[src/rtl/mem_arbiter_if.sv]
// Bus bundle between the memory arbiter, its three requesters (loader, fetch, data)
// and the single-port memory. slave = arbiter side, master = requesters/memory side.
interface mem_arbiter_if #(
  parameter int ADDR_W = 8,
  parameter int DATA_W = 16
);
  logic              ld_req;
  logic              ld_we;
  logic [ADDR_W-1:0] ld_addr;
  logic [DATA_W-1:0] ld_wdata;
  logic              ld_lock;
  logic              ld_gnt;
  logic              ld_rvalid;

  logic              if_req;
  logic [ADDR_W-1:0] if_addr;
  logic              if_gnt;
  logic              if_rvalid;

  logic              dm_req;
  logic              dm_we;
  logic [ADDR_W-1:0] dm_addr;
  logic [DATA_W-1:0] dm_wdata;
  logic              dm_gnt;
  logic              dm_rvalid;

  logic [DATA_W-1:0] rdata;
  logic              core_stall;

  logic              mem_en;
  logic              mem_we;
  logic [ADDR_W-1:0] mem_addr;
  logic [DATA_W-1:0] mem_wdata;
  logic [DATA_W-1:0] mem_rdata;

  modport slave (
    input  ld_req, ld_we, ld_addr, ld_wdata, ld_lock,
    input  if_req, if_addr,
    input  dm_req, dm_we, dm_addr, dm_wdata,
    input  mem_rdata,
    output ld_gnt, ld_rvalid, if_gnt, if_rvalid, dm_gnt, dm_rvalid,
    output rdata, core_stall,
    output mem_en, mem_we, mem_addr, mem_wdata
  );

  modport master (
    output ld_req, ld_we, ld_addr, ld_wdata, ld_lock,
    output if_req, if_addr,
    output dm_req, dm_we, dm_addr, dm_wdata,
    output mem_rdata,
    input  ld_gnt, ld_rvalid, if_gnt, if_rvalid, dm_gnt, dm_rvalid,
    input  rdata, core_stall,
    input  mem_en, mem_we, mem_addr, mem_wdata
  );
endinterface

[src/rtl/mem_arbiter.sv]
// Three-way arbiter onto one single-port memory: loader has absolute priority,
// fetch and data share round-robin. Each access is IDLE/RESP -> ISSUE -> RESP.
module mem_arbiter #(
  parameter int ADDR_W = 8,
  parameter int DATA_W = 16
) (
  input  logic          clk,
  input  logic          rst_n,
  mem_arbiter_if.slave  bus
);

  typedef enum logic [1:0] {IDLE, ISSUE, RESP} state_e;
  typedef enum logic [1:0] {SRC_LD, SRC_IF, SRC_DM} src_e;

  state_e            state_q, state_d;
  src_e              src_q, src_d;
  logic              we_q, we_d;
  logic [ADDR_W-1:0] addr_q, addr_d;
  logic [DATA_W-1:0] wdata_q, wdata_d;
  logic              rr_q, rr_d;

  logic ld_elig, if_elig, dm_elig, pick;
  src_e pick_src;

  // The requester just served is excluded at the RESP-exit decision.
  always_comb begin
    ld_elig = bus.ld_req;
    if_elig = bus.if_req && !bus.ld_lock;
    dm_elig = bus.dm_req && !bus.ld_lock;
    if (state_q == RESP) begin
      case (src_q)
        SRC_LD:  ld_elig = 1'b0;
        SRC_IF:  if_elig = 1'b0;
        default: dm_elig = 1'b0;
      endcase
    end
    pick = ld_elig || if_elig || dm_elig;
    if (ld_elig)                 pick_src = SRC_LD;
    else if (if_elig && dm_elig) pick_src = rr_q ? SRC_DM : SRC_IF;
    else if (if_elig)            pick_src = SRC_IF;
    else                         pick_src = SRC_DM;
  end

  // NOTE: every next-state and output gets a default first, so no latch is inferred.
  always_comb begin
    state_d       = state_q;
    src_d         = src_q;
    we_d          = we_q;
    addr_d        = addr_q;
    wdata_d       = wdata_q;
    rr_d          = rr_q;
    bus.ld_gnt    = 1'b0;
    bus.if_gnt    = 1'b0;
    bus.dm_gnt    = 1'b0;
    bus.ld_rvalid = 1'b0;
    bus.if_rvalid = 1'b0;
    bus.dm_rvalid = 1'b0;
    bus.rdata     = '0;
    bus.mem_en    = 1'b0;
    bus.mem_we    = 1'b0;
    bus.mem_addr  = '0;
    bus.mem_wdata = '0;

    if (state_q != ISSUE) begin
      state_d = IDLE;
      if (pick) begin
        state_d = ISSUE;
        src_d   = pick_src;
        case (pick_src)
          SRC_LD: begin
            we_d    = bus.ld_we;
            addr_d  = bus.ld_addr;
            wdata_d = bus.ld_wdata;
          end
          SRC_IF: begin
            we_d    = 1'b0;
            addr_d  = bus.if_addr;
            wdata_d = '0;
            rr_d    = 1'b1;
          end
          default: begin
            we_d    = bus.dm_we;
            addr_d  = bus.dm_addr;
            wdata_d = bus.dm_wdata;
            rr_d    = 1'b0;
          end
        endcase
      end
    end

    case (state_q)
      ISSUE: begin
        state_d       = RESP;
        bus.mem_en    = 1'b1;
        bus.mem_we    = we_q;
        bus.mem_addr  = addr_q;
        bus.mem_wdata = wdata_q;
        bus.ld_gnt    = (src_q == SRC_LD);
        bus.if_gnt    = (src_q == SRC_IF);
        bus.dm_gnt    = (src_q == SRC_DM);
      end
      RESP: begin
        bus.rdata     = bus.mem_rdata;
        bus.ld_rvalid = (src_q == SRC_LD);
        bus.if_rvalid = (src_q == SRC_IF);
        bus.dm_rvalid = (src_q == SRC_DM);
      end
      default: ;
    endcase

    // Gated by rst_n so the stall output is also forced low during reset.
    bus.core_stall = rst_n && (bus.ld_lock ||
                               (bus.if_req && !bus.if_gnt) ||
                               (bus.dm_req && !bus.dm_gnt));
  end

  // NOTE: sequential state uses <= so every register samples pre-edge values.
  always_ff @(posedge clk or negedge rst_n) begin
    if (!rst_n) begin
      state_q <= IDLE;
      src_q   <= SRC_LD;
      we_q    <= 1'b0;
      addr_q  <= '0;
      wdata_q <= '0;
      rr_q    <= 1'b0;
    end else begin
      state_q <= state_d;
      src_q   <= src_d;
      we_q    <= we_d;
      addr_q  <= addr_d;
      wdata_q <= wdata_d;
      rr_q    <= rr_d;
    end
  end

endmodule
[src/flat_wrapper.sv]
// flat-port wrapper written by rule: the top's interface ports become plain ports
module mem_arbiter_flat 
#(
  parameter int ADDR_W = 8,
  parameter int DATA_W = 16
)
  (clk, rst_n, bus_ld_req, bus_ld_we, bus_ld_addr, bus_ld_wdata, bus_ld_lock, bus_if_req, bus_if_addr, bus_dm_req, bus_dm_we, bus_dm_addr, bus_dm_wdata, bus_mem_rdata, bus_ld_gnt, bus_ld_rvalid, bus_if_gnt, bus_if_rvalid, bus_dm_gnt, bus_dm_rvalid, bus_rdata, bus_core_stall, bus_mem_en, bus_mem_we, bus_mem_addr, bus_mem_wdata);
  mem_arbiter_if #(.ADDR_W(ADDR_W), .DATA_W(DATA_W)) bus_i ();
  input  logic clk;
  input  logic rst_n;
  input wire logic [$bits(bus_i.ld_req)-1:0] bus_ld_req;
  input wire logic [$bits(bus_i.ld_we)-1:0] bus_ld_we;
  input wire logic [$bits(bus_i.ld_addr)-1:0] bus_ld_addr;
  input wire logic [$bits(bus_i.ld_wdata)-1:0] bus_ld_wdata;
  input wire logic [$bits(bus_i.ld_lock)-1:0] bus_ld_lock;
  input wire logic [$bits(bus_i.if_req)-1:0] bus_if_req;
  input wire logic [$bits(bus_i.if_addr)-1:0] bus_if_addr;
  input wire logic [$bits(bus_i.dm_req)-1:0] bus_dm_req;
  input wire logic [$bits(bus_i.dm_we)-1:0] bus_dm_we;
  input wire logic [$bits(bus_i.dm_addr)-1:0] bus_dm_addr;
  input wire logic [$bits(bus_i.dm_wdata)-1:0] bus_dm_wdata;
  input wire logic [$bits(bus_i.mem_rdata)-1:0] bus_mem_rdata;
  output wire logic [$bits(bus_i.ld_gnt)-1:0] bus_ld_gnt;
  output wire logic [$bits(bus_i.ld_rvalid)-1:0] bus_ld_rvalid;
  output wire logic [$bits(bus_i.if_gnt)-1:0] bus_if_gnt;
  output wire logic [$bits(bus_i.if_rvalid)-1:0] bus_if_rvalid;
  output wire logic [$bits(bus_i.dm_gnt)-1:0] bus_dm_gnt;
  output wire logic [$bits(bus_i.dm_rvalid)-1:0] bus_dm_rvalid;
  output wire logic [$bits(bus_i.rdata)-1:0] bus_rdata;
  output wire logic [$bits(bus_i.core_stall)-1:0] bus_core_stall;
  output wire logic [$bits(bus_i.mem_en)-1:0] bus_mem_en;
  output wire logic [$bits(bus_i.mem_we)-1:0] bus_mem_we;
  output wire logic [$bits(bus_i.mem_addr)-1:0] bus_mem_addr;
  output wire logic [$bits(bus_i.mem_wdata)-1:0] bus_mem_wdata;
  assign bus_i.ld_req = bus_ld_req;
  assign bus_i.ld_we = bus_ld_we;
  assign bus_i.ld_addr = bus_ld_addr;
  assign bus_i.ld_wdata = bus_ld_wdata;
  assign bus_i.ld_lock = bus_ld_lock;
  assign bus_i.if_req = bus_if_req;
  assign bus_i.if_addr = bus_if_addr;
  assign bus_i.dm_req = bus_dm_req;
  assign bus_i.dm_we = bus_dm_we;
  assign bus_i.dm_addr = bus_dm_addr;
  assign bus_i.dm_wdata = bus_dm_wdata;
  assign bus_i.mem_rdata = bus_mem_rdata;
  assign bus_ld_gnt = bus_i.ld_gnt;
  assign bus_ld_rvalid = bus_i.ld_rvalid;
  assign bus_if_gnt = bus_i.if_gnt;
  assign bus_if_rvalid = bus_i.if_rvalid;
  assign bus_dm_gnt = bus_i.dm_gnt;
  assign bus_dm_rvalid = bus_i.dm_rvalid;
  assign bus_rdata = bus_i.rdata;
  assign bus_core_stall = bus_i.core_stall;
  assign bus_mem_en = bus_i.mem_en;
  assign bus_mem_we = bus_i.mem_we;
  assign bus_mem_addr = bus_i.mem_addr;
  assign bus_mem_wdata = bus_i.mem_wdata;
  mem_arbiter #(.ADDR_W(ADDR_W), .DATA_W(DATA_W)) u_core (.clk(clk), .rst_n(rst_n), .bus(bus_i));
endmodule
[config.mk]
export PLATFORM = sky130hd
export DESIGN_NAME = mem_arbiter_flat
export DESIGN_NICKNAME = d
export VERILOG_FILES = /design/src/rtl/mem_arbiter_if.sv /design/src/rtl/mem_arbiter.sv /design/src/flat_wrapper.sv
export SDC_FILE = /design/constraint.sdc
export NUM_CORES = 1
export LEC_CHECK = 0
export CAP_MARGIN = 20
export CELL_PAD_IN_SITES_DETAIL_PLACEMENT = 1
export CELL_PAD_IN_SITES_GLOBAL_PLACEMENT = 2
export CORE_MARGIN = 4
export CORE_UTILIZATION = 21
export CTS_CLUSTER_SIZE = 16
export DETAILED_ROUTE_END_ITERATION = 10
export HOLD_SLACK_MARGIN = 0.08
export PLACE_DENSITY = 0.87
export SYNTH_ARGS = -nofsm -noshare
export SYNTH_HDL_FRONTEND = slang
export SYNTH_SLANG_ARGS = --single-unit
[constraint.sdc]
create_clock -name clk -period 4.68 [get_ports clk]
set_input_delay 1.404 -clock clk [delete_from_list [all_inputs] [get_ports clk]]
set_output_delay 1.404 -clock clk [all_outputs]
set_load 0.02 [all_outputs]
Word-level counts from Yosys, hierarchy flattened
Cells that the tools add are included.
{"block": "op_classes", "addsub": 0, "bitwise": 1, "reduce_logical": 19, "muxes": 28, "mul": 0, "order_cmp": 0, "n_shift": 0, "eq_ne": 6, "div": 0}
{"cell": "two-way mux 16 bit", "count": 2}
{"cell": "case mux 16 bit (2 select lines)", "count": 1}
{"cell": "case mux 8 bit (2 select lines)", "count": 1}
{"cell": "two-way mux 1 bit", "count": 15}
{"cell": "two-way mux 2 bit", "count": 6}
{"cell": "two-way mux 8 bit", "count": 1}
{"cell": "equality test 2 x 1 -> 1 bit, second input constant", "count": 3}
{"cell": "logical AND 1 bit", "count": 6}
{"cell": "equality test 2 bit, second input constant", "count": 2}
{"cell": "zero test 2 bit", "count": 2}
{"cell": "logical OR 1 bit", "count": 4}
{"cell": "case mux 1 bit (2 select lines)", "count": 2}
{"cell": "zero test 1 bit", "count": 3}
{"cell": "AND reduction 3 bit", "count": 1}
{"cell": "inequality test 2 x 1 -> 1 bit, second input constant", "count": 1}
{"cell": "AND reduction 2 bit", "count": 1}
{"cell": "nonzero test 2 bit", "count": 1}
{"cell": "OR reduction 2 bit", "count": 1}
{"cell": "NOT 1 bit", "count": 1}
{"block": "word_totals", "wordCells": 60, "mem_bits_rw": 0, "output_inout_bits": 49, "input_bits": 80, "latchBits": 0, "memories": 0, "register_bits": 30, "rom_bits": 0}

Depth between registers and ports, before layout
Gate-level depths: netlist of the first run.
{"block": "logic_depth", "word_depth": 10, "ltp_mapped": 7, "ltp_nobuf": 5}

Least setup slack after synthesis of the first run
Ideal clock, no wire load.
{"block": "synth_path", "kind": "input port to output port", "startpoint": "input port bus_dm_req", "endpoint": "output port bus_core_stall", "n_path_buf": 0, "t_arrival_ns": 1.849, "setup_slack_ns": 1.427, "path_stages": 3, "t_required_ns": 3.276, "path_cell_list": "o22ai_1 -> a21oi_1 -> o21a_1"}
{"block": "synth_between", "elab_chain_cells": 3}
{"item": "start, declared", "line": "flat_wrapper.sv:18", "text": "input wire logic [$bits(bus_i.dm_req)-1:0] bus_dm_req;"}
{"item": "logical AND 1 bit", "line": "mem_arbiter.sv:114", "text": "(bus.dm_req && !bus.dm_gnt));"}
{"item": "logical OR 1 bit", "line": "mem_arbiter.sv:113", "text": "(bus.if_req && !bus.if_gnt) ||"}
{"item": "logical AND 1 bit", "line": "mem_arbiter.sv:112", "text": "bus.core_stall = rst_n && (bus.ld_lock ||"}
{"item": "end, declared", "line": "flat_wrapper.sv:30", "text": "output wire logic [$bits(bus_i.core_stall)-1:0] bus_core_stall;"}
Every way passes these cells.

Worst setup path after layout of the first run
Same ends and word-level chain as after synthesis.

==> impl_results.md, run 1 <==
- Die W: 104 um
- Synthesized net count: 288
- DR vias: 2088
- Layout cells sized above 1: 7.32%
- Ys flop type: dfrtp_1
- CP Max Fanout: 3
- Warnings from Yosys: 0
- Num CTS Buffers: 5
- Buffers on Ports: 128
- I/O pin count: 129
- HP Class: flip-flop to flip-flop
- Setup Total Neg Slack: 0 ns
- Top-area cell type share of the netlist area: 38.4%
- Chip height: 104 um
- Postcts setup bufs: 0
- Detailed placer's ending HPWL: 5420 um
- Core area: 8890 um^2
- Drt wl/cell: 16.5 um
- Cells after Synth: 208
- Crit start category: input port
- Max-slew headroom: 48.6%
- Deepest clock path buffer count: 2
- CP Buf/Inv Count: 2
- Worst skew pair latency: 0.28 ns
- CP arrival: 2.90 ns
- First-pass GRT wire length: 11800 um
- RR Endpoint: u_core.src_q[0]
- Design Power: 0.00169 W
- Final setup viols: 0
- Grt total ovfl: 0
- Placed Area: 3280 um^2
- Leakage: 1.41 nW
- Antenna viol nets, final: 0
- Power Internal: 0.000984 W
- Peak Freq: 233 MHz
- Run status: complete, no violations
- Area grow syn2layout: 71.7%
- Max Slew Vio Count: 0
- Sw Share: 41.8%
- Async S/R FF share, synth: 100%
- Cell area after synthesis: 1950 um^2
- Logic pwr share: 61.7%
- Period utilisation layout: 91.9%
- Area leader, netlist: dfrtp_1
- Remaining DRCs: 0
- Antenna Cells: 0
- Fin cells: 436
- Cells along the critical path: clkdlybuf4s50_1 -> o22ai_1 -> a21oi_1 -> o21a_1 -> clkdlybuf4s50_1
- Clock Skew: 0.00327 ns
- Power density cells: 504 nW/um^2
- Switch Pwr: 0.000708 W
- Worst reg2reg path depth: 5
- Number of synthesized register bits: 30
- RSZ-0062 raised after global routing: false
- Family with the most delay on the worst path: buffers and inverters
- Part of the power in registers: 26.8%
- Initial antenna violation count: 0
- Placed cells: 429
- Most frequent CP cell: clkdlybuf4s50_1
- Finished layout cell area: 3350 um^2
- CTS tree: done
- Worst Setup SP: bus_dm_req
- Initial Utilization: 22.0%
- Worst path max stage delay: 0.60 ns
- Sinks on Clock Net: 30
- FF-to-FF setup slack: 1.88 ns
- Clk root buf: clkbuf_8
- Setup CP Type: input port to primary output
- Drt first pass iters: 4
- Die ar.: 10900 um^2
- Clock share of power: 11.5%
- Crit end category: primary output
- CTS clk-pin slew, worst paths: 0.06 ns
- Synth cell count leaders: and2_1 (33), dfrtp_1 (30), and3_1 (18)
- Rows: 34
- Overall global routing resource usage: 13.3%
- Slew @ Worst Pin: 0.771 ns
- PostCTS Resize Cnt: 0
- Starting DRT DRC Count: 61
- Peak VDD IR: 0.000192 V
- Most frequent cell after synthesis: and2_1
- WL final: 7180 um
- GPL Wtd Cong: 0.708
- Post-synth EDFFs: 0
- Area contributors post-synth: dfrtp_1 (38%), and2_1 (11%), a221o_1 (8.7%), and3_1 (5.8%), mux2_2 (4.0%)
- Worst path depth: 5
- Setup crit end: bus_core_stall
- Hold Fails Final Rpt: 0
- Post-synthesis cell type count: 41
- Slowest CP cell: clkdlybuf4s50_1
- Quantity of hold-fixing buffers added after cts: 0
- Final min period: 4.30 ns
- Vias in the first global route: 2292
- Req. time, crit path: 3.28 ns
- H-tree lvl count: 2
- Vias/cell: 4.79
- Hold slack final: 0.506 ns
- Largest net degree at the start of global routing: 38
- Seq/Total Area, Yosys: 38.4%
- Nets: 408
- Mean Syn Cell Area: 9.39 um^2
- Max-cap viol count: 0
- Reg-to-Reg Start: u_core.src_q[1]
cells by family after synthesis:
| logic type | synth area share, % |
|---|---|
| simple gates | 26.4 |
| compound gates | 22.1 |
| flops | 38.4 |
| buf+inv | 8.26 |
| mux | 4.80 |
worst min-delay path by stage:
stage               depth (start not counted)  slack, ns                  to               start
CTS                                         1       0.51  u_core.wdata_q[13]  u_core.wdata_q[13]
global placement                            1       0.48         u_core.rr_q         u_core.rr_q
floorplan                                   1       0.46         u_core.rr_q         u_core.rr_q
detailed placement                          1       0.49  u_core.wdata_q[13]  u_core.wdata_q[13]
global route                                1       0.52   u_core.wdata_q[9]   u_core.wdata_q[9]
finish                                      1       0.51  u_core.wdata_q[14]  u_core.wdata_q[14]
layout make-up:
type                    count  area (um^2)
multi-input cells         148         1040
flip-flops and latches     30          751
well taps                 108          135
clock buffers               7         76.3
repair buffers            131         1300
inverters                  12         47.5
fillers                  1017         5540
cells in the final DEF (no fill, tap or decap), types with 2 or more instances in the layout:
| cell type | count |
|---|---|
| mux2_2 | 7 |
| inv_1 | 11 |
| nand2b_1 | 3 |
| o21ai_0 | 7 |
| clkbuf_1 | 2 |
| a21o_1 | 2 |
| a21oi_1 | 15 |
| o32ai_1 | 7 |
| nor2_1 | 13 |
| dfrtp_1 | 30 |
| buf_4 | 3 |
| clkdlybuf4s50_1 | 128 |
| clkbuf_8 | 5 |
| nor2b_1 | 2 |
| and3_1 | 18 |
| and2_1 | 33 |
| a221o_1 | 17 |
| nand3_1 | 2 |
through the flow:
| stage | setup WS (ns) | utilization [%] |
|---|---|---|
| finish | 0.379 | 37.7 |
| detailed placement | 0.346 | 36.9 |
| global placement | 0.369 | 36.9 |
| floorplan | 1.43 | - |
| global route | 0.319 | 37.7 |
| CTS | 0.341 | 37.7 |
layer usage:
layer | share of wire (%) | global-route usage (%) | vias up
met5 | 0 | 0 | -
met4 | 1.0 | 3.42 | 0
met3 | 8.7 | 4.53 | 7
met2 | 49 | 23.6 | 84
met1 | 41 | 15.2 | 1008
li1 | - | - | 989
flip-flops by register name, summed over array words and instances (netlist names):
name	count
u_core.wdata_q	16
u_core.addr_q	8
u_core.src_q	2
u_core.state_q	2
u_core.rr_q	1
u_core.we_q	1
power groups by stage:
stage | Combinational, W | Sequential, W | Clock [W]
after floorplan | 0.000662 | 0.000433 | 0
after global placement | 0.00105 | 0.000451 | 0
after detailed placement | 0.00106 | 0.000456 | 0
after CTS | 0.00107 | 0.000454 | 0.000202
after global routing | 0.00114 | 0.000470 | 0.000210
final | 0.00104 | 0.000453 | 0.000194
Power figures use the tool's default switching activity.
==> run 2, diff against run 1 <==
--- a/config.mk
+++ b/config.mk
@@ -5,15 +5,17 @@
 export SDC_FILE = /design/constraint.sdc
 export NUM_CORES = 1
 export LEC_CHECK = 0
+export ABC_AREA = 1
+export ABC_CLOCK_PERIOD_IN_PS = 4680
 export CAP_MARGIN = 20
 export CELL_PAD_IN_SITES_DETAIL_PLACEMENT = 1
 export CELL_PAD_IN_SITES_GLOBAL_PLACEMENT = 2
 export CORE_MARGIN = 4
-export CORE_UTILIZATION = 21
+export CORE_UTILIZATION = 20
 export CTS_CLUSTER_SIZE = 16
 export DETAILED_ROUTE_END_ITERATION = 10
 export HOLD_SLACK_MARGIN = 0.08
-export PLACE_DENSITY = 0.87
+export PLACE_DENSITY = 0.85
 export SYNTH_ARGS = -nofsm -noshare
 export SYNTH_HDL_FRONTEND = slang
 export SYNTH_SLANG_ARGS = --single-unit
==> run 2 against run 1 <==
Worst setup slack better by 0.096 ns. Cell area up 7.5%. Routed wire length grew 9.6%. Hold slack got worse by 0.016 ns. Total power is 4.0% higher. Non-clock buffer count is 2 lower. Clock skew increased by 0.0030 ns. Synthesized cell count is 50% higher. Clock-buffer cell count down 2. Sequential power shrank 4%.
==> impl_results.md, run 2 <==
- Deepest clock path buffer count: 2 (unchanged)
- HP Class: flip-flop to flip-flop
- Cell area after synthesis: 2180 um^2 (+12%)
- Max reg flops: 16 (unchanged)
- Starting DRT DRC Count: 82 (+34%)
- Most common cell after layout, fill and taps aside: clkdlybuf4s50_1
- Antenna viol nets, final: 0 (unchanged)
- WL final: 7860 um (+9.6%)
- Warnings from Yosys: 0 (unchanged)
- Period utilisation layout: 89.8% (-2.1 points)
- Ys flop type: dfrtp_1
- Hold path start: u_core.addr_q[4]
- Top Registers: u_core.wdata_q x16, u_core.addr_q x8
- DR vias: 2410 (+15%)
- Initial antenna violation count: 0 (unchanged)
- Drt first pass iters: 2 (-2)
- Post-synth EDFFs: 0 (unchanged)
- Antenna Cells: 0 (unchanged)
- First-pass GRT wire length: 12900 um (+9.6%)
- Synth cell count leaders: nand2_1 (76), nor2_1 (49), inv_1 (47)
- GPL Wtd Cong: 0.784 (+11%)
- Clk root buf: clkbuf_8
- Area grow syn2layout: 65.1%
- Remaining DRCs: 0 (unchanged)
- Final setup viols: 0 (unchanged)
- DP Worst Slack: 0.478 ns (+0.131 ns)
- Vias/cell: 4.23 (-12%)
- Detailed placer's ending HPWL: 5880 um (+8.5%)
- Max-slew headroom: 55.8% (+7.2 points)
- Layout cells sized above 1: 12.9% (+5.6 points)
- Postcts setup bufs: 0 (unchanged)
- Initial Utilization: 20.9% (-1.1 points)
- Num CTS Buffers: 5 (unchanged)
- Crit start category: input port
- I/O pin count: 129 (unchanged)
- Top-area cell type share of the netlist area: 34.4% (-4.1 points)
- Peak VDD IR: 0.000179 V (-6.8%)
- Area contributors post-synth: dfrtp_1 (34%), nand2_1 (13%), nor2_1 (8.4%), nand3_1 (8.3%), inv_1 (8.1%)
- Number of synthesized register bits: 30 (unchanged)
- Placed cells: 563 (+31%)
- Max Slew Vio Count: 0 (unchanged)
- Nets: 514 (+26%)
- Sinks on Clock Net: 30 (unchanged)
- Max-cap viol count: 0 (unchanged)
- Synthesized net count: 393 (+36%)
- Power density cells: 488 nW/um^2 (-3.2%)
- Design Power: 0.00176 W (+4.0%)
- Worst Setup SP: bus_dm_req
- Die ar.: 12700 um^2 (+16%)
- CP arrival: 2.80 ns (-0.10 ns)
- CTS clk-pin slew, worst paths: 0.06 ns (about the same)
- Seq/Total Area, Yosys: 34.4% (-4.1 points)
- Setup Total Neg Slack: 0 ns (unchanged)
- Biggest register: u_core.wdata_q
- Run status: complete, no violations
- Req. time, crit path: 3.28 ns (about the same)
- Setup CP Type: input port to primary output
- Vias in the first global route: 2540 (+11%)
- Final setup margin: 0.475 ns (+0.0960 ns)
- PostCTS Resize Cnt: 0 (unchanged)
- Mean Syn Cell Area: 6.98 um^2 (-26%)
- Crit end category: primary output
- Overall global routing resource usage: 12.5% (-0.81 points)
- Rows: 37 (+8.8%)
- Most frequent cells in the layout: clkdlybuf4s50_1 (127), nand2_1 (76), nor2_1 (49)
- Area leader, netlist: dfrtp_1
- Quantity of hold-fixing buffers added after cts: 0 (unchanged)
- Largest net degree at the start of global routing: 47 (+24%)
- Buffers on Ports: 128 (unchanged)
- Leakage: 1.70 nW (+20%)
- Die W: 112 um (+7.7%)
- Fin cells: 570 (+31%)
- Hold Fails Final Rpt: 0 (unchanged)
- Worst skew pair latency: 0.28 ns (about the same)
- Slew @ Worst Pin: 0.662 ns (-0.109 ns)
- Most frequent cell after synthesis: nand2_1
- Cells after Synth: 313 (+50%)
- Post-synthesis cell type count: 22 (-46%)
- Clock Skew: 0.00622 ns (+0.00296 ns)
- H-tree lvl count: 2 (unchanged)
- Chip height: 112 um (+7.7%)
- CTS tree: done
- Core area: 10500 um^2 (+18%)
- Drt wl/cell: 13.8 um (-16%)
- Grt total ovfl: 0 (unchanged)
- Final min period: 4.20 ns (-0.0960 ns)
- Reg-to-Reg Start: u_core.state_q[0]
- Async S/R FF share, synth: 100% (unchanged)
- Peak Freq: 238 MHz (+2.3%)
- CP Max Fanout: 2 (-1)
- RSZ-0062 raised after global routing: false
run 2: kinds of logic (layout without fill, tap and decap cells):
| group | after synthesis | after routing | synth area share [%] |
|---|---|---|---|
| AO/OA/AOI/OAI | 24 | 24 | 9.40 |
| AND/OR/NAND/NOR | 191 | 191 | 41.8 |
| flip-flops | 30 | 30 | 34.4 |
| buffers and inverters | 68 | 189 | 14.4 |
run 2: layout make-up:
class / instances / area (um^2)
clock buffers: 5 / 68.8
clock inverters: 2 / 10.0
fillers: 1314 / 6860
inverters: 53 / 204
multi-input cells: 215 / 1120
flip-flops and latches: 30 / 751
well taps: 136 / 170
repair buffers: 129 / 1280
run 2: metal layers:
layer | global-route usage, % | vias up | part of all wire [%]
met2 | 21.4 | 86 | 48
met1 | 15.6 | 1117 | 45
met5 | 0 | - | 0
met4 | 2.32 | 0 | 0.67
li1 | - | 1201 | -
met3 | 3.72 | 6 | 6.7
run 2: critical path, cell delays in order:
cell and delay [ns]:
clkdlybuf4s50_1 0.45, inv_1 0.05, o21ai_0 0.17, o21ai_1 0.08, inv_1 0.05, clkdlybuf4s50_1 0.59
run 2: through the flow:
stage               instance area, um^2  hold WS (ns)  utilization (%)
CTS                                3600         0.493             34.5
global placement                   3530         0.464             33.7
detailed placement                 3530         0.474             33.7
floorplan                          2180         0.449                -
finish                             3600         0.490             34.5
global route                       3600         0.517             34.5
run 2: where the power goes:
group          total, W  internal [W]  switching [W]
sequential     0.000437      0.000379      0.0000581
clock          0.000198     0.0000997      0.0000978
combinational   0.00112      0.000439       0.000685
run 2: worst paths after layout:
kind	cells past startpoint	slack, ns	endpoint
max	6	0.48	bus_core_stall
min	2	0.49	u_core.addr_q[4]
max reg2reg	7	2.70	u_core.src_q[1]
min reg2reg	2	0.49	u_core.addr_q[4]
max in group asynchronous	2	3.19	u_core.we_q
min in group asynchronous	2	1.19	u_core.addr_q[6]
==> run 3, diff against run 2 <==
--- a/config.mk
+++ b/config.mk
@@ -12,6 +12,7 @@
 export CELL_PAD_IN_SITES_GLOBAL_PLACEMENT = 2
 export CORE_MARGIN = 4
 export CORE_UTILIZATION = 20
+export CTS_BUF_LIST = sky130_fd_sc_hd__clkbuf_16
 export CTS_CLUSTER_SIZE = 16
 export DETAILED_ROUTE_END_ITERATION = 10
 export HOLD_SLACK_MARGIN = 0.08
==> run 3 against run 2 <==
Cell area up 1.6%. Non-clock buffer count is the same. Worst setup slack about the same. Utilization up 0.54 points. Via count down 0.41%. Critical path type unchanged. Largest cell class unchanged. Highest routed layer unchanged.
==> impl_results.md, run 3 (same netlist as run 2, synthesis figures left out) <==
- Filler cells: 1306 (-0.61%)
- Multi-input gate area: 1120 um^2 (unchanged)
- CP Buf/Inv Count: 4 (unchanged)
- Initial antenna violation count: 0 (unchanged)
- Final min period: 4.20 ns (+0.000429 ns)
- Antenna Cells: 0 (unchanged)
- Top Registers: u_core.wdata_q x16, u_core.addr_q x8
- Most common cell after layout, fill and taps aside: clkdlybuf4s50_1
- Worst Setup SP: bus_dm_req
- Max-cap viol count: 0 (unchanged)
- Max reg flops: 16 (unchanged)
- Initial Utilization: 20.9% (unchanged)
- Overall global routing resource usage: 12.4% (-0.045 points)
- First-pass GRT wire length: 12900 um (-0.16%)
- Placed cells: 563 (unchanged)
- Worst reg2reg path depth: 7 (unchanged)
- RR Endpoint: u_core.src_q[1]
- Run status: complete, no violations
- GPL Wtd Cong: 0.784 (unchanged)
- Cells along the critical path: clkdlybuf4s50_1 -> inv_1 -> o21ai_0 -> o21ai_1 -> inv_1 -> clkdlybuf4s50_1
- Rows: 37 (unchanged)
- Period utilisation layout: 89.8% (about the same)
- Most frequent cells in the layout: clkdlybuf4s50_1 (127), nand2_1 (76), nor2_1 (49)
- Area grow syn2layout: 67.7%
- Chip height: 112 um (unchanged)
- Req. time, crit path: 3.28 ns (about the same)
- WL final: 7860 um (about the same)
- Drt first pass iters: 4 (+2)
- Setup crit end: bus_core_stall
- Max-slew headroom: 55.6% (-0.17 points)
- Grt total ovfl: 0 (unchanged)
- Setup Total Neg Slack: 0 ns (unchanged)
- Final setup viols: 0 (unchanged)
- Max Slew Vio Count: 0 (unchanged)
- HP Class: flip-flop to flip-flop
- Quantity of hold-fixing buffers added after cts: 0 (unchanged)
- Largest net degree at the start of global routing: 47 (unchanged)
- Num CTS Buffers: 5 (unchanged)
- I/O pin count: 129 (unchanged)
- Peak VDD IR: 0.000196 V (+9.7%)
- CTS tree: done
- Postcts setup bufs: 0 (unchanged)
- H-tree lvl count: 2 (unchanged)
- Biggest register: u_core.wdata_q
- Drt wl/cell: 13.8 um (about the same)
- Worst skew pair latency: 0.27 ns (about the same)
- Die W: 112 um (unchanged)
- Nets: 514 (unchanged)
- Vias/cell: 4.21 (-0.41%)
- Setup CP Type: input port to primary output
- Clk root buf: clkbuf_16
- Crit end category: primary output
- Worst path depth: 6 (unchanged)
- Peak Freq: 238 MHz (about the same)
- PostCTS Resize Cnt: 0 (unchanged)
- Leakage: 1.72 nW (+1.5%)
- FF-to-FF setup slack: 2.69 ns (about the same)
- Layout cells sized above 1: 12.9% (unchanged)
- Design Power: 0.00186 W (+5.8%)
- Slowest CP cell: clkdlybuf4s50_1
- CP arrival: 2.80 ns (about the same)
- Die ar.: 12700 um^2 (unchanged)
- Storage element area: 751 um^2 (unchanged)
- Slew @ Worst Pin: 0.665 ns (+0.00255 ns)
- Buffers on Ports: 128 (unchanged)
- Sinks on Clock Net: 30 (unchanged)
- Remaining DRCs: 0 (unchanged)
- Detailed placer's ending HPWL: 5880 um (unchanged)
- CP Max Fanout: 2 (unchanged)
- Power density cells: 508 nW/um^2 (+4.1%)
- Clock Skew: 0.00310 ns (-0.00313 ns)
- DR vias: 2400 (-0.41%)
- Deepest clock path buffer count: 2 (unchanged)
- Core area: 10500 um^2 (unchanged)
- CTS clk-pin slew, worst paths: 0.05 ns (about the same)
- RSZ-0062 raised after global routing: false
- Starting DRT DRC Count: 85 (+3.7%)
- Fin cells: 570 (unchanged)
- Vias in the first global route: 2539 (-0.039%)
- Antenna viol nets, final: 0 (unchanged)
- Family with the most delay on the worst path: buffers and inverters
- Crit start category: input port
- Reg-to-Reg Start: u_core.state_q[0]
- Worst path max stage delay: 0.59 ns (about the same)
- Hold Fails Final Rpt: 0 (unchanged)
[run 3: cell counts in the layout (fill, tap and decap cells not counted)]
No cell type changed its count.
[run 3: worst reg2reg max path, stage by stage, from the launching register on]
cell	delay, ns
dfrtp_1	0.38
inv_1	0.12
nor2_1	0.11
inv_2	0.50
nand2_8	0.18
inv_6	0.39
nand3_1	0.17
o21ai_2	0.08
[run 3: power by group]
part / leakage [nW] / switching (W) / internal (W)
clock: 0.0694 / 0.000107 / 0.000191
sequential: 0.376 / 0.0000577 / 0.000380
combinational: 1.28 / 0.000685 / 0.000439
[run 3: layout make-up]
| type | count | area share, % |
|---|---|---|
| Clock buffer | 5 | 3.42 |
| Clock inverter | 2 | 0.273 |
| Inverter | 53 | 5.57 |
| Multi-Input combinational cell | 215 | 30.5 |
| Sequential cell | 30 | 20.5 |
| Tap cell | 136 | 4.65 |
| Timing Repair Buffer | 129 | 35.1 |
[run 3: how the worst min path moves through the flow]
stage,from,to,slack (ns),depth (start not counted)
floorplan,u_core.addr_q[0],u_core.addr_q[0],0.45,2
global placement,u_core.addr_q[4],u_core.addr_q[4],0.46,2
detailed placement,u_core.addr_q[6],u_core.addr_q[6],0.47,2
CTS,u_core.addr_q[6],u_core.addr_q[6],0.49,2
global route,u_core.addr_q[5],u_core.addr_q[5],0.51,2
finish,u_core.addr_q[6],u_core.addr_q[6],0.49,2
[run 3: stage by stage]
| step | util, % | cell area [um^2] | setup slack, ns | hold WS [ns] |
|---|---|---|---|---|
| 2_1_floorplan | - | 2180 | 1.50 | 0.449 |
| 3_3_place_gp | 33.7 | 3530 | 0.505 | 0.464 |
| 3_5_place_dp | 33.7 | 3530 | 0.478 | 0.474 |
| 4_1_cts | 35.0 | 3660 | 0.483 | 0.489 |
| 5_1_grt | 35.0 | 3660 | 0.397 | 0.512 |
| 6_report | 35.0 | 3660 | 0.475 | 0.486 |
[run 3: routing by layer]
metal / wire length [um] / track usage, %
met1: 3510 / 15.5
met2: 3790 / 21.6
met3: 531 / 3.56
met4: 29 / 2.32
met5: 0 / 0
